--- config.mk ---
export PLATFORM = sky130hd
export DESIGN_NAME = lfsr_scrambler_par
export DESIGN_NICKNAME = d
export VERILOG_FILES = /design/src/rtl/lfsr_scrambler_par.sv
export SDC_FILE = /design/constraint.sdc
export NUM_CORES = 1
export LEC_CHECK = 0
export CORE_UTILIZATION = 50
export CTS_BUF_LIST = sky130_fd_sc_hd__clkbuf_4 sky130_fd_sc_hd__clkbuf_8 sky130_fd_sc_hd__clkbuf_16
export DETAILED_ROUTE_END_ITERATION = 16
export PLACE_DENSITY = 0.78
export SKIP_CTS_REPAIR_TIMING = 1
export SYNTH_ARGS = -nofsm -noshare
export SYNTH_HDL_FRONTEND = slang
export SYNTH_SLANG_ARGS = --single-unit
--- constraint.sdc ---
create_clock -name clk -period 2.65 [get_ports clk]
set_input_delay 0.6625 -clock clk [delete_from_list [all_inputs] [get_ports clk]]
set_output_delay 0.6625 -clock clk [all_outputs]
set_load 0.01 [all_outputs]
--- src/rtl/lfsr_scrambler_par.sv ---
// Additive LFSR scrambler for the TX serdes path: DATA_W keystream bits per word,
// reseeded at each frame start, with a per-frame bypass and a one-entry output register.
module lfsr_scrambler_par #(
    parameter int                LFSR_W    = 12,
    parameter logic [LFSR_W-1:0] TAPS      = 12'hC81,
    parameter logic [LFSR_W-1:0] SEED      = 12'h89F,
    parameter int                DATA_W    = 8,
    parameter int                FRAME_LEN = 32
) (
    input  logic              clk,
    input  logic              rst_n,
    input  logic              start,
    input  logic              bypass,
    input  logic [DATA_W-1:0] in_data,
    input  logic              in_valid,
    output logic              in_ready,
    output logic [DATA_W-1:0] out_data,
    output logic              out_valid,
    input  logic              out_ready,
    output logic              out_last,
    output logic              busy,
    output logic              done
);

    localparam int                CNT_W    = $clog2(FRAME_LEN + 1);
    localparam logic [CNT_W-1:0] LAST_IDX = CNT_W'(FRAME_LEN - 1);

    if (SEED == '0) begin : g_bad_seed
        $error("lfsr_scrambler_par: SEED must be nonzero");
    end
    if (TAPS[LFSR_W-1] != 1'b1) begin : g_bad_taps
        $error("lfsr_scrambler_par: TAPS must include the top state bit");
    end

    typedef enum logic [1:0] {
        S_IDLE   = 2'd0,
        S_ACTIVE = 2'd1,
        S_DRAIN  = 2'd2
    } state_t;

    state_t            state_q, state_d;
    logic [LFSR_W-1:0] lfsr_q, lfsr_d;
    logic [CNT_W-1:0]  count_q, count_d;
    logic              bypass_q, bypass_d;
    logic [DATA_W-1:0] out_data_q, out_data_d;
    logic              out_valid_q, out_valid_d;
    logic              out_last_q, out_last_d;
    logic              done_q, done_d;

    logic [DATA_W-1:0] keystream;
    logic [LFSR_W-1:0] lfsr_walk;
    logic [LFSR_W-1:0] lfsr_adv;
    logic              accept;

    // Unroll DATA_W serial steps; bit i of the word pairs with the i-th feedback bit.
    always_comb begin
        keystream = '0;
        lfsr_walk = lfsr_q;
        for (int i = 0; i < DATA_W; i++) begin
            keystream[i] = ^(lfsr_walk & TAPS);
            lfsr_walk    = {lfsr_walk[LFSR_W-2:0], keystream[i]};
        end
        lfsr_adv = lfsr_walk;
    end

    always_comb begin
        state_d     = state_q;
        lfsr_d      = lfsr_q;
        count_d     = count_q;
        bypass_d    = bypass_q;
        out_data_d  = out_data_q;
        out_valid_d = out_valid_q;
        out_last_d  = out_last_q;
        done_d      = 1'b0;
        in_ready    = 1'b0;
        accept      = 1'b0;

        case (state_q)
            S_IDLE: begin
                // A start coinciding with the done pulse belongs to the old frame.
                if (start && !done_q) begin
                    lfsr_d   = SEED;
                    count_d  = '0;
                    bypass_d = bypass;
                    state_d  = S_ACTIVE;
                end
            end
            S_ACTIVE: begin
                in_ready = !out_valid_q || out_ready;
                accept   = in_valid && in_ready;
                if (out_valid_q && out_ready) begin
                    out_valid_d = 1'b0;
                end
                if (accept) begin
                    out_data_d  = bypass_q ? in_data : (in_data ^ keystream);
                    out_valid_d = 1'b1;
                    lfsr_d      = lfsr_adv;
                    count_d     = count_q + CNT_W'(1);
                    out_last_d  = (count_q == LAST_IDX);
                    if (count_q == LAST_IDX) begin
                        state_d = S_DRAIN;
                    end
                end
            end
            S_DRAIN: begin
                if (out_valid_q && out_ready && out_last_q) begin
                    out_valid_d = 1'b0;
                    out_last_d  = 1'b0;
                    out_data_d  = '0;
                    done_d      = 1'b1;
                    state_d     = S_IDLE;
                end
            end
            default: begin
                state_d = S_IDLE;
            end
        endcase
    end

    always_ff @(posedge clk or negedge rst_n) begin
        if (!rst_n) begin
            state_q     <= S_IDLE;
            lfsr_q      <= SEED;
            count_q     <= '0;
            bypass_q    <= 1'b0;
            out_data_q  <= '0;
            out_valid_q <= 1'b0;
            out_last_q  <= 1'b0;
            done_q      <= 1'b0;
        end else begin
            state_q     <= state_d;
            lfsr_q      <= lfsr_d;
            count_q     <= count_d;
            bypass_q    <= bypass_d;
            out_data_q  <= out_data_d;
            out_valid_q <= out_valid_d;
            out_last_q  <= out_last_d;
            done_q      <= done_d;
        end
    end

    assign out_data  = out_data_q;
    assign out_valid = out_valid_q;
    assign out_last  = out_last_q;
    assign done      = done_q;
    assign busy      = (state_q != S_IDLE);

endmodule

Yosys cells after proc, flatten, opt, wreduce, memory -nomap -nowiden. Index checks and enable logic that the tools add are counted.

Register bits after elaboration: 32. Latch bits: 0. RAM bits: 0. Memory bits (read-only): 0. Input port bits: 14. Output and inout port bits: 13. Word-level logic and storage cells: 66. Memories kept: 0.

Add/subtract/negate cells: 1. Multiply operators: 0. Divide/modulo/power cells: 0. Magnitude comparators: 0. Eq/ne operators: 8. Shift operators: 0. Muxes and demuxes: 24. Bitwise gates (word level): 1. Reduce and logical (&&, ||, !) cells: 24.

Operators by type and width (number): 12-bit XOR reduction (8); 12-bit 2-to-1 mux (2); 8-bit 2-to-1 mux (3); 12-bit one-hot mux with 2 select lines (1); 8-bit one-hot mux with 2 select lines (1); 6-bit 2-to-1 mux (2); 6-bit one-hot mux with 2 select lines (1); 3-bit AND reduction (3); 2-bit 2-to-1 mux (4); 2-bit != test (second input constant) (4); 8-bit bitwise XOR (1); 1-bit 2-to-1 mux (7); 6-bit by 1-bit adder with 6-bit output (second input constant) (1); 6-bit by 5-bit equality test with 1-bit output (second input constant) (1); 2-bit one-hot mux with 3 select lines (1); 2-bit nonzero test (3); 1-bit logical AND (4); 1-bit one-hot mux with 2 select lines (2); 4-bit AND reduction (1); 3-bit != test (second input constant) (1); 2-bit by 1-bit equality test with 1-bit output (second input constant) (1); 2-bit equality test (second input constant) (1); 1-bit logical NOT (2); 2-bit logical NOT (1); other kinds (2) (2).

Depth between registers and ports, before layout. Gate-level depths: netlist of the first run.

Word-level depth: 12. Mapped depth: 8. Depth with buffers taken out: 7.

Least setup slack after synthesis of the first run. OpenSTA, ideal clock, no wires.

Kind: flip-flop to flip-flop. From: register lfsr_q[7]. To: register out_data_q[5] (netlist: out_data[5]). Library setup time: 0.069 ns. Arrival: 2.036 ns. Data required time: 2.581 ns. Path slack: 0.545 ns. Cell stages (with the launch flop): 6. Path buffers: 0. Clock period less this slack: 2.105 ns. Cell sequence: dfstp_2 xor3_2 xnor3_2 xnor2_1 or4_1 nand3_1.

Longest elaborated chain between the ends: 10.

Ends and longest elaborated chain: start: declaration (line 42) `logic [LFSR_W-1:0] lfsr_q, lfsr_d;`; start signal: assignment (line 132) `lfsr_q <= lfsr_d;`; 12-bit XOR reduction (4 in series) (line 60) `keystream[i] = ^(lfsr_walk & TAPS);`; 12-bit XOR reduction * (2 in series) (line 60); 8-bit bitwise XOR * (line 95) `out_data_d = bypass_q ? in_data : (in_data ^ keystream);`; 8-bit 2-to-1 mux * (line 95); 8-bit 2-to-1 mux * (line 94) `if (accept) begin`; 8-bit one-hot mux with 2 select lines * (line 78) `case (state_q)`; end signal: assignment (line 135) `out_data_q <= out_data_d;`; end: declaration (line 45) `logic [DATA_W-1:0] out_data_q, out_data_d;`.

Mark *: on every way between the ends. The rest lies on a longest branch, timed or not. The select of a mux whose other input is x is not followed. A chain may end at the register's enable or synchronous reset.

Final worst setup path of the first run.
From: input port out_ready. To: register count_q[4].

Longest elaborated chain between the ends: 4.

Ends and longest elaborated chain: start: declaration (line 19) `input logic out_ready,`; 1-bit logical OR (line 89) `in_ready = !out_valid_q || out_ready;`; 1-bit logical AND (line 90) `accept = in_valid && in_ready;`; 2-bit != test (no source line); 3-bit AND reduction (no source line); end signal: assignment (line 133) `count_q <= count_d;`; end: declaration (line 43) `logic [CNT_W-1:0] count_q, count_d;`.

No other way between the ends.

==> results of run 1 <==
## area by class of cell
class	instances	share of cell area (%)
clock inverters	1	0.214
inverters	7	1.12
clock buffers	7	3.58
flip-flops and latches	32	34.5
repair buffers	32	13.1
multi-input cells	142	44.8
well taps	48	2.56
## synthesized netlist by cell type (2+ instances only)
master	instances	area share [%]
clkbuf_1	4	0.78
xnor3_4	2	2.7
ha_1	4	2.6
nand4_1	2	0.65
o22a_1	4	1.8
dfrtp_1	25	33
nor3_1	2	0.52
a32oi_1	3	1.4
mux2i_1	3	1.6
nand3_1	5	1.3
a22o_1	4	1.8
a21oi_1	7	1.8
nand2_1	20	3.9
dfstp_2	7	9.6
nor2b_1	4	1.3
or2_2	3	0.98
inv_1	7	1.4
buf_1	2	0.39
xnor2_1	20	9.1
a211oi_1	2	0.78
or3b_2	2	0.91
o21ai_0	14	3.6
xor2_1	3	1.4
xnor3_1	2	2.3
xnor3_2	2	2.5
nor2_1	14	2.7
## worst max-delay path: cells and delay by family
| kind | cells | cell delay (ns) |
|---|---|---|
| and+or+nand+nor | 2 | 0.50 |
| buffers and inverters | 2 | 0.59 |
| AOI/OAI and AO/OA | 3 | 0.79 |
## power by group
| part | switching [mW] | total [mW] | leakage [nW] | internal [mW] |
|---|---|---|---|---|
| sequential | 0.209 | 0.932 | 0.394 | 0.723 |
| combinational | 1.02 | 2.20 | 0.582 | 1.18 |
| clock | 0.177 | 0.381 | 0.0491 | 0.204 |
## flip-flops by register name, indices dropped and copies added (netlist names)
signal and flops:
lfsr_q 12, out_data 8, count_q 6, state_q 2, bypass_q 1, done 1
out_last 1, out_valid 1
## stage by stage
stage | cells | cell area, sq um | hold slack [ns]
floorplan | 188 | 1920 | 0.367
finish | 269 | 2340 | 0.485
CTS | 269 | 2340 | 0.491
detailed placement | 261 | 2250 | 0.474
global placement | 261 | 2250 | 0.461
global route | 269 | 2340 | 0.509
## layer usage
metal	vias up	global-route usage [%]	share of wire [%]
li1	723	-	-
met1	716	27.4	45
met2	24	38.7	51
met3	3	6.25	2.9
met4	0	7.39	0.84
met5	-	0	0
## kinds of logic (layout without fill, tap and decap cells)
| kind of cell | after synthesis | in the layout |
|---|---|---|
| adders and majority gates | 4 | 4 |
| AOI/OAI and AO/OA | 41 | 41 |
| muxes | 4 | 4 |
| DFF | 32 | 32 |
| buffers and inverters | 14 | 47 |
| and+or+nand+nor | 63 | 63 |
| xor gates and xnor gates | 30 | 30 |
## cells in the final DEF, fill, tap and decap left out, drive strengths merged, types with 2 or more instances in the layout
cell type / n
a32oi: 3
and3: 2
dfrtp: 25
or2: 3
nor3: 2
buf: 6
clkbuf: 7
xnor2: 20
clkdlybuf4s50: 25
mux2i: 3
nor2b: 4
xnor3: 6
nand4: 2
nor2: 14
a22o: 4
o21ai: 14
dfstp: 7
a211oi: 2
ha: 4
a21oi: 7
xor2: 3
inv: 7
nand3: 5
or3b: 2
nand2: 20
o22a: 4
## how the worst min path moves through the flow
stage	startpoint	end	slack, ns	cells after the start
after floorplan	rst_n	bypass_q	0.37	0
after global placement	out_data[3]	out_data[3]	0.46	2
after detailed placement	out_data[2]	out_data[2]	0.47	2
after CTS	out_data[1]	out_data[1]	0.49	2
after global routing	out_data[2]	out_data[2]	0.51	2
final	out_data[1]	out_data[1]	0.49	2
==> metrics.txt, run 1 <==
EDFF count, synth 0; first-pass GRT wire length around 7000 um; cell count after synthesis 188; Clock transition at path regs about 0.070 ns; drt first-iter violations 70; WP data arrival 2.54 ns; Net Count, Synth 206; vias in the first global route ~1500; setup TNS 0 ns; residual DRC count 0; mux cell area share after synthesis under 10%; CTS tree yes; Final Max Tran Viols 0; clock buffer depth 2; post-route core utilization 64.0%; synth-to-layout area growth 22.0%; drt first pass iters 4; worst setup path start out_ready; total number of vias ~1500; Design Power 3.51 mW; Core ar. 3660 sq um; Hold Vio Cnt, Final 0; r2r setup slk 0.41 ns; starting density of the core 52.5%; Root Buffer clkbuf_8; post-route ant nets 0; DP Worst Slack 0.0310 ns; H-tree levels 2; Pleak 1.03 nW; status completed; Critical Path, Cell by Cell clkdlybuf4s50_1 > nand2b_1 > buf_4 > a21boi_1 > or2_2 > o21ai_0 > a22o_1; crit-path max FO 9; post-route setup slack 0.280 ns; FF-to-FF End count_q[4]; Mapped Area between 1500 and 2000 sq um; Synth Area in Simple Gates about 17%; clk sinks 32; distinct cell type count after synthesis 47; synthesized area per cell 10.2 sq um; Tcrit/Tclk final between 80 and 90%; register area 810 sq um; port buffer count 26; crit path kind in -> reg; die width roughly 64 um; total track usage 22.6%; cell count of the worst reg-to-reg path 7; Worst Path Required 2.82 ns; Critical Path Max Stage Delay 0.44 ns; compound-cell area share of the yosys netlist 14.1%; Worst Skew between 0.01 and 0.015 ns; Least-Margin Pin Slew just over 0.6 ns; net count reported at finish 238; Achievable Freq 422 MHz; ant diodes 0; Worst path slowest cell clkdlybuf4s50_1; CTS buffer count 5; PD cells about 1500 nW/um^2; wire length per cell 15.0 um; Max-slew headroom 59.4%; final setup vio count 0; Post-Synth XOR/XNOR Area 19.3%; Adder-Cell Fraction of Synth Area 2.61%; initial antenna violation count 0; FFs w/ async S/R, synth 100%; layout cell share with drive strength beyond 1 roughly 15%; Synth Flop Type dfrtp_1; Overflow after GRT 0; DP HPWL 2920 um; sequential fraction of the synthesis area 42.1%; Worst Hold Class reg -> reg; CP endpoint count_q[4]; YS warnings 0; vias per cell 5.45; die height 64.0 um; Crit. End Element flop; Reg-to-Reg Start state_q[1]; Skew-Pair Late Insertion Delay 0.29 ns; DIE AREA slightly above 4000 sq um; multi-input logic area between 1000 and 1500 sq um; drt total wl about 4000 um; RSZ-0062 raised after global routing no; Ports 27; largest net degree at the start of global routing 33; Fillers 299; register bit total from synthesis 32; GPL Wtd Cong 0.885; min Tclk post-route 2.37 ns; row count 22; largest family of logic cells by synthesized area XOR/XNOR gates; Setup crit start kind input port; Peak VDD IR 0.663 mV; Max Cap Violations 0
Note: power is estimated with default switching activity, not from simulation.
==> run 2, diff against run 1 <==
--- a/config.mk
+++ b/config.mk
@@ -9,6 +9,7 @@
 export CTS_BUF_LIST = sky130_fd_sc_hd__clkbuf_4 sky130_fd_sc_hd__clkbuf_8 sky130_fd_sc_hd__clkbuf_16
 export DETAILED_ROUTE_END_ITERATION = 16
 export PLACE_DENSITY = 0.78
+export REMOVE_ABC_BUFFERS = 1
 export SKIP_CTS_REPAIR_TIMING = 1
 export SYNTH_ARGS = -nofsm -noshare
 export SYNTH_HDL_FRONTEND = slang
==> metrics.txt, run 2 (synthesis gave the netlist of run 1 again) <==
commonest non-fill, non-tap cell in the layout clkdlybuf4s50_1; Skew-Pair Late Insertion Delay 0.29 ns (about the same); Achievable Freq 385 MHz (was 422 MHz); drt first-iter violations 79 (was 70); Pleak 1.02 nW (was 1.03 nW); number of stages on the worst hold path 2 (unchanged); CTS tree yes (unchanged); DP HPWL 2970 um (was 2920 um); post-route setup slack 0.0522 ns (was 0.280 ns); residual DRC count 0 (unchanged); first-pass GRT wire length 6840 um (was 6910 um); post-route ant nets 0 (unchanged); Worst Hold Class reg -> reg (unchanged); largest net degree at the start of global routing 33 (unchanged); min Tclk post-route 2.60 ns (was 2.37 ns); max reg flops 12 (unchanged); setup TNS 0 ns (unchanged); Least-Margin Pin Slew 0.640 ns (was 0.604 ns); vias per cell 5.48 (was 5.45); status completed (unchanged); layout cell share with drive strength beyond 1 14.9% (unchanged); WP data arrival 1.94 ns (was 2.54 ns); CTS buffer count 5 (unchanged); Peak VDD IR 0.787 mV (was 0.663 mV); synth-to-layout area growth 22.3% (was 22.0%); ant diodes 0 (unchanged); clock buffer depth 2 (unchanged); row count 22 (unchanged); most frequent cells in the layout clkdlybuf4s50_1, dfrtp_1, nand2_1, xnor2_1 (was dfrtp_1, clkdlybuf4s50_1, nand2_1, xnor2_1); Ports 27 (unchanged); crit path kind in -> out (was in -> reg); drt first pass iters 4 (unchanged); Max-slew headroom 57.0% (was 59.4%); die width 64.0 um (unchanged); total track usage 22.6% (about the same); net count reported at finish 238 (unchanged); total number of vias 1475 (was 1466); Clock transition at path regs 0.06 ns (was 0.07 ns); Crit. End Element output pin (was flop); drt total wl 4020 um (was 4040 um); Top reg by flops lfsr_q (unchanged); Max Cap Violations 0 (unchanged); PD cells 1530 nW/um^2 (was 1500 nW/um^2); final setup vio count 0 (unchanged); Final Max Tran Viols 0 (unchanged); Root Buffer clkbuf_8 (unchanged); DP Worst Slack 0.0570 ns (was 0.0310 ns); die height 64.0 um (unchanged); Core ar. 3660 sq um (unchanged); Hold Vio Cnt, Final 0 (unchanged); clk sinks 32 (unchanged); Worst Path Required 1.99 ns (was 2.82 ns); vias in the first global route 1498 (was 1471); port buffer count 26 (unchanged); Setup crit start kind input port (unchanged); DIE AREA 4090 sq um (unchanged); wire length per cell 14.9 um (was 15.0 um); RSZ-0062 raised after global routing no (unchanged); Worst Skew 0.00424 ns (was 0.0131 ns); GPL Wtd Cong 0.809 (was 0.885); Overflow after GRT 0 (unchanged); crit-path max FO 3 (was 9); Tcrit/Tclk final 98.0% (was 89.4%); initial antenna violation count 0 (unchanged); H-tree levels 2 (unchanged); starting density of the core 52.5% (unchanged); cell count of the worst reg-to-reg path 5 (was 7)
==> run 2: cell types whose count changed in the layout (fill, tap and decap cells not counted) <==
| cell | before | now |
|---|---|---|
| clkbuf_8 | 5 | 6 |
| clkdlybuf4s50_1 | 25 | 26 |
| dlymetal6s2s_1 | 1 | 0 |
| clkinv_2 | 1 | 0 |
==> run 2: through the flow <==
stage               cell area [sq um]  power (mW)  hold WS, ns  util (%)  cells
finish                           2350        3.58        0.479      64.2    269
detailed placement               2250        3.19        0.474      61.5    261
floorplan                        1890        2.55        0.367         -    181
CTS                              2350        3.61        0.488      64.2    269
global placement                 2250        3.12        0.461      61.5    261
global route                     2350        3.86        0.520      64.2    269
==> run 2: path summary, 6_finish.rpt <==
path	slack, ns	startpoint	to
worst max-delay path	0.05	out_ready	in_ready
max in group asynchronous	1.55	rst_n	lfsr_q[7]
worst max register to register	0.38	lfsr_q[7]	out_data[5]
worst min register to register	0.48	out_data[4]	out_data[4]
worst min-delay path	0.48	out_data[4]	out_data[4]
min in group asynchronous	0.77	rst_n	out_data[6]
==> run 2: cell type report <==
type	count	area [sq um]
Fill cell	281	1310
Tap cell	48	60.1
Sequential cell	32	810
Inverter	7	26.3
Timing Repair Buffer	32	305
Clock buffer	8	97.6
Multi-Input combinational cell	142	1050
==> run 2: power by group <==
group	total (mW)	switching, mW	leakage [nW]	internal (mW)
sequential	0.933	0.209	0.394	0.724
clock	0.400	0.168	0.0523	0.232
combinational	2.25	1.06	0.570	1.20
==> run 2: metal layers <==
| layer | global-route usage [%] | wire (um) |
|---|---|---|
| met1 | 27.8 | 1860 |
| met4 | 6.82 | 27 |
| met2 | 38.2 | 2020 |
| met3 | 6.61 | 110 |
| met5 | 0 | 0 |
==> run 2: worst max-delay path, cell delays in order <==
cell and delay (ns):
clkdlybuf4s50_1 0.49, nand2b_1 0.13, and2_1 0.12, clkdlybuf4s50_1 0.53
